$ cat src/rtl/seq_int_div_if.sv
// rtl/seq_int_div_if.sv - request/result handshake bundle for the sequential divider
interface seq_int_div_if #(
    parameter int WIDTH = 32
);
    logic             in_valid;
    logic             in_ready;
    logic             in_signed;
    logic [WIDTH-1:0] a;
    logic [WIDTH-1:0] b;
    logic             out_valid;
    logic             out_ready;
    logic [WIDTH-1:0] quotient;
    logic [WIDTH-1:0] remainder;
    logic             div_zero;

    modport master (
        output in_valid, in_signed, a, b, out_ready,
        input  in_ready, out_valid, quotient, remainder, div_zero
    );

    modport slave (
        input  in_valid, in_signed, a, b, out_ready,
        output in_ready, out_valid, quotient, remainder, div_zero
    );
endinterface

$ cat src/rtl/seq_int_div.sv
// rtl/seq_int_div.sv - restoring sequential integer divider, one quotient bit per cycle
module seq_int_div #(
    parameter int WIDTH     = 32,
    parameter int SIGNED_EN = 1
) (
    input logic          clk,
    input logic          rst,
    seq_int_div_if.slave bus
);
    localparam int   CW        = (WIDTH > 1) ? $clog2(WIDTH) : 1;
    localparam logic SIGNED_ON = (SIGNED_EN != 0);

    typedef enum logic [1:0] {IDLE, CALC, FIX, DONE} state_t;

    state_t           state;
    logic [WIDTH-1:0] a_reg;
    logic [WIDTH-1:0] b_reg;
    logic             sign_mode;
    logic [WIDTH-1:0] bmag;
    logic [WIDTH-1:0] rem_w;
    logic [WIDTH-1:0] quo_w;
    logic [CW-1:0]    cnt;
    logic [WIDTH-1:0] quo_out;
    logic [WIDTH-1:0] rem_out;
    logic             dz_out;

    logic             req_signed;
    logic             a_neg;
    logic             b_neg;
    logic [WIDTH:0]   rem_shift;
    logic [WIDTH-1:0] rem_diff;
    logic             step_ge;
    logic [WIDTH-1:0] rem_next;
    logic [WIDTH-1:0] quo_next;

    assign req_signed = bus.in_signed & SIGNED_ON;
    assign a_neg      = sign_mode & a_reg[WIDTH-1];
    assign b_neg      = sign_mode & b_reg[WIDTH-1];

    // The shifted partial remainder can exceed WIDTH bits when |b| is large,
    // so compare in WIDTH+1 bits; the difference itself always fits in WIDTH.
    assign rem_shift  = {rem_w, quo_w[WIDTH-1]};
    assign step_ge    = (rem_shift >= {1'b0, bmag});
    assign rem_diff   = rem_shift[WIDTH-1:0] - bmag;
    assign rem_next   = step_ge ? rem_diff : rem_shift[WIDTH-1:0];
    assign quo_next   = {quo_w[WIDTH-2:0], step_ge};

    always_ff @(posedge clk) begin
        if (rst) begin
            state     <= IDLE;
            a_reg     <= '0;
            b_reg     <= '0;
            sign_mode <= 1'b0;
            bmag      <= '0;
            rem_w     <= '0;
            quo_w     <= '0;
            cnt       <= '0;
            quo_out   <= '0;
            rem_out   <= '0;
            dz_out    <= 1'b0;
        end else begin
            case (state)
                IDLE: begin
                    if (bus.in_valid) begin
                        a_reg     <= bus.a;
                        b_reg     <= bus.b;
                        sign_mode <= req_signed;
                        quo_w     <= (req_signed && bus.a[WIDTH-1]) ? -bus.a : bus.a;
                        bmag      <= (req_signed && bus.b[WIDTH-1]) ? -bus.b : bus.b;
                        rem_w     <= '0;
                        cnt       <= CW'(WIDTH - 1);
                        state     <= CALC;
                    end
                end
                CALC: begin
                    // A zero divisor leaves on the first CALC cycle without stepping.
                    if (b_reg == '0) begin
                        quo_out <= '1;
                        rem_out <= a_reg;
                        dz_out  <= 1'b1;
                        state   <= DONE;
                    end else begin
                        rem_w <= rem_next;
                        quo_w <= quo_next;
                        cnt   <= cnt - CW'(1);
                        if (cnt == '0) begin
                            state <= FIX;
                        end
                    end
                end
                FIX: begin
                    quo_out <= (a_neg ^ b_neg) ? -quo_w : quo_w;
                    rem_out <= a_neg ? -rem_w : rem_w;
                    dz_out  <= 1'b0;
                    state   <= DONE;
                end
                DONE: begin
                    if (bus.out_ready) begin
                        state <= IDLE;
                    end
                end
                default: state <= IDLE;
            endcase
        end
    end

    assign bus.in_ready  = (state == IDLE);
    assign bus.out_valid = (state == DONE);
    assign bus.quotient  = quo_out;
    assign bus.remainder = rem_out;
    assign bus.div_zero  = dz_out;
endmodule

$ cat src/flat_wrapper.sv
// flat-port wrapper written by rule: the top's interface ports become plain ports
module seq_int_div_flat 
#(
    parameter int WIDTH     = 32,
    parameter int SIGNED_EN = 1
)
  (clk, rst, bus_in_valid, bus_in_signed, bus_a, bus_b, bus_out_ready, bus_in_ready, bus_out_valid, bus_quotient, bus_remainder, bus_div_zero);
  seq_int_div_if #(.WIDTH(WIDTH)) bus_i ();
  input logic clk;
  input logic rst;
  input wire logic [$bits(bus_i.in_valid)-1:0] bus_in_valid;
  input wire logic [$bits(bus_i.in_signed)-1:0] bus_in_signed;
  input wire logic [$bits(bus_i.a)-1:0] bus_a;
  input wire logic [$bits(bus_i.b)-1:0] bus_b;
  input wire logic [$bits(bus_i.out_ready)-1:0] bus_out_ready;
  output wire logic [$bits(bus_i.in_ready)-1:0] bus_in_ready;
  output wire logic [$bits(bus_i.out_valid)-1:0] bus_out_valid;
  output wire logic [$bits(bus_i.quotient)-1:0] bus_quotient;
  output wire logic [$bits(bus_i.remainder)-1:0] bus_remainder;
  output wire logic [$bits(bus_i.div_zero)-1:0] bus_div_zero;
  assign bus_i.in_valid = bus_in_valid;
  assign bus_i.in_signed = bus_in_signed;
  assign bus_i.a = bus_a;
  assign bus_i.b = bus_b;
  assign bus_i.out_ready = bus_out_ready;
  assign bus_in_ready = bus_i.in_ready;
  assign bus_out_valid = bus_i.out_valid;
  assign bus_quotient = bus_i.quotient;
  assign bus_remainder = bus_i.remainder;
  assign bus_div_zero = bus_i.div_zero;
  seq_int_div #(.WIDTH(WIDTH), .SIGNED_EN(SIGNED_EN)) u_core (.clk(clk), .rst(rst), .bus(bus_i));
endmodule
$ cat config.mk
export PLATFORM = sky130hd
export DESIGN_NAME = seq_int_div_flat
export DESIGN_NICKNAME = d
export VERILOG_FILES = /design/src/rtl/seq_int_div_if.sv /design/src/rtl/seq_int_div.sv /design/src/flat_wrapper.sv
export SDC_FILE = /design/constraint.sdc
export NUM_CORES = 1
export LEC_CHECK = 0
export ABC_CLOCK_PERIOD_IN_PS = 4050
export CORE_MARGIN = 2
export CORE_UTILIZATION = 58
export CTS_CLUSTER_DIAMETER = 150
export DETAILED_ROUTE_END_ITERATION = 7
export PLACE_DENSITY = 0.91
export SLEW_MARGIN = 0
export SYNTH_ARGS = -nofsm -noshare
export SYNTH_HDL_FRONTEND = slang
export SYNTH_SLANG_ARGS = --single-unit
$ cat constraint.sdc
create_clock -name clk -period 4.05 [get_ports clk]
set_clock_uncertainty 0.1 [all_clocks]
set_input_delay 0.81 -clock clk [delete_from_list [all_inputs] [get_ports clk]]
set_output_delay 0.81 -clock clk [all_outputs]
set_load 0.05 [all_outputs]
==> results.cfg <==
[finish]
register_area_sq_um = 4640
drive_above_1_share_pct = 4.71
area_growth_pct = 17.8
nNetsFinal = 1921
fin_area_sq_um = 15700
final_cells = 2112
multi_input_area_sq_um = 8120
n_antenna_cell = 0
final_core_util_pct = 69.5
fillCellCount = 1714

[placed_design]
portBuffers = 135
pre_cts_ws_ps = 56.6
place.gp.congestion = 0.945
hpwl_um = 27300
dpl_cell_area_sq_um = 14900
placed_cells_incl_taps = 2067

[worst_setup_path]
slowest_stage = or4_4
cp_cell_sequence = clkdlybuf4s50_1 -> or4_4 -> or4_4 -> or3_4 -> or4_4 -> nor2_1 -> a21oi_1 -> xnor2_1 -> a221oi_1
setup.worst_path.class = input port to register
worstPathArrival_ps = 3810
crit_path_end_kind = register
cp_max_fo = 4
crit_required_ps = 4380
slowest_delay_ps = 570
start_kind = input port
cpMostUsedCell = or4_4

[logic_synthesis]
synth_area_sq_um = 13400
async_reset_ff_share_pct = 0
ys_ff_latch = 232
syn_nets = 1849
ys.flop_type = dfxtp_1
syn_avg_cell_area_sq_um = 7.69
seq_area_frac_synth_pct = 34.8
synth_edf_count = 0
yosysWarnings = 0
ys_types = 70
syn_inst = 1737

[power_and_ir_drop]
p_leak_nw = 5.74
vdd_drop_max_uv = 418
p_per_area_nw_per_um2 = 632
total_power_mw = 9.94

[timing]
layout_setup_ws_ps = 571
setup-violations-final = 0
finalSetupTns_ps = 0
period_share_pct = 85.9
worst_pin_slew_ps = 925
max_clock_freq_ghz = 0.287
hold_violations = 0
period_needed_ps = 3480
whs_ps = 351
grt_setup_unrepaired = false
slew_violations = 0
slew_headroom_pct = 38.1

[floorplanning]
die-area_sq_um = 24200
die_h_um = 156
die_w_um = 156
start_util_pct = 59.0
ios = 136
core_area_sq_um = 22600
rows = 55

[clocking]
cts_made_buffers = 25
cts-root-buf = clkbuf_16
clock_tree.buffer_depth = 3
cts_resized = 0
clkTransAtPathRegs_ps = 60
post_cts.repair.setup_buffers = 0
cts_hold_buf = 0
insertion_delay_ps = 530
cts.sinks = 232
cts_tree = done
htree_levels = 1

[run]
maxCapViolations = 0

[status]
violations = design-rule violations
status = finished, violations left

[routing]
drt_pre_antenna_iters = 8
first_iter_violations = 1513
routed.top_layer = met4
wl_um = 38000
met2_length_um = 18000
drc = 1
wl_met1_um = 15800
ant_nets = 0
via_per_inst = 6.33
via_count = 13400
post_drt_wl_per_cell_um = 18.0
dr_wl_met3_um = 3150

[grt]
grt_overflow = 0
grt_max_degree = 123
grt_pass1_wl_um = 61600
grt_use_total_pct = 30.6
antenna_found_initial = 0
first_global_vias = 12300

[worst_hold_path]
hold_path_class = register to register
metal layers:
metal | vias to the layer above | GRT usage (%)
met4 | 0 | 9.70
met3 | 108 | 4.36
met1 | 6231 | 40.0
met2 | 674 | 52.2
met5 | - | 0
li1 | 6358 | -
path summary, 6_finish.rpt:
| path | from | endpoint | slack, ps | cells past startpoint |
|---|---|---|---|---|
| min reg2reg | u_core.bus.remainder[5] | u_core.bus.remainder[5] | 350 | 2 |
| min | u_core.bus.remainder[5] | u_core.bus.remainder[5] | 350 | 2 |
| max | bus_a[6] | u_core.quo_w[29] | 570 | 9 |
| max reg2reg | u_core.bmag[0] | u_core.rem_w[30] | 770 | 11 |
where the power goes:
| group | switching (mW) | internal [mW] | total (mW) |
|---|---|---|---|
| sequential | 0.439 | 2.79 | 3.23 |
| combinational | 2.89 | 1.53 | 4.42 |
| clock | 0.919 | 1.36 | 2.28 |
worst max-delay path, delay by kind of cell:
family	cells	cell delay (ps)
compound gates	2	340
buf+inv	1	440
simple gates	5	2080
xor+xnor	1	150
layout make-up:
type	count	share of cell area (%)
clock buffers	39	4.63
multi-input cells	1334	51.6
repair buffers	161	10.1
flip-flops and latches	232	29.5
well taps	285	2.27
inverters	55	1.31
clock inverters	6	0.573
cell usage after synthesis, types with 11 or more instances:
cell type	number	area, sq um
nand2_1	286	1070
dfxtp_1	232	4640
a21oi_1	176	881
nor2_1	159	597
clkbuf_1	113	424
o21ai_0	102	510
xor2_1	78	683
xnor2_1	65	569
inv_1	55	206
a211oi_1	50	375
ha_1	42	526
mux2i_1	31	310
nor3_1	30	150
o31ai_1	24	180
nand3_1	22	110
a311oi_1	21	184
nor4_1	21	131
o211ai_1	19	143
or4_1	16	120
a21o_1	15	113
or3_1	14	87.6
o41ai_1	13	114
and3_1	12	75.1
nand4_1	11	68.8
cell families after synthesis:
kind of cell	Yosys count	synth area share [%]
AND/OR/NAND/NOR	610	20.3
AO/OA/AOI/OAI	507	24.2
flip-flops	232	34.8
buffers and inverters	171	4.83
XOR/XNOR	143	9.38
adder cells (fa/ha/maj)	43	4.09
multiplexers	31	2.32
layout by cell type, fill, tap and decap left out, types with 4 or more instances in the layout:
cell type / instances
nand2_1: 285
dfxtp_1: 232
a21oi_1: 176
nor2_1: 158
clkdlybuf4s50_1: 134
o21ai_0: 102
xor2_1: 78
xnor2_1: 65
inv_1: 55
a211oi_1: 50
ha_1: 41
mux2i_1: 31
nor3_1: 30
clkbuf_16: 25
o31ai_1: 24
buf_4: 23
nand3_1: 22
nor4_1: 21
a311oi_1: 21
o211ai_1: 19
or4_1: 16
a21o_1: 15
or3_1: 14
o41ai_1: 13
and3_1: 12
nand4_1: 11
nand2b_1: 9
a222oi_1: 9
clkbuf_1: 9
and2_1: 8
a2111oi_0: 8
a31oi_1: 8
a221oi_1: 8
a32oi_1: 8
o21a_1: 6
o22ai_1: 5
clkbuf_8: 5
nor2b_1: 4
a211o_1: 4
No activity file was read; power rests on OpenSTA's default activity.
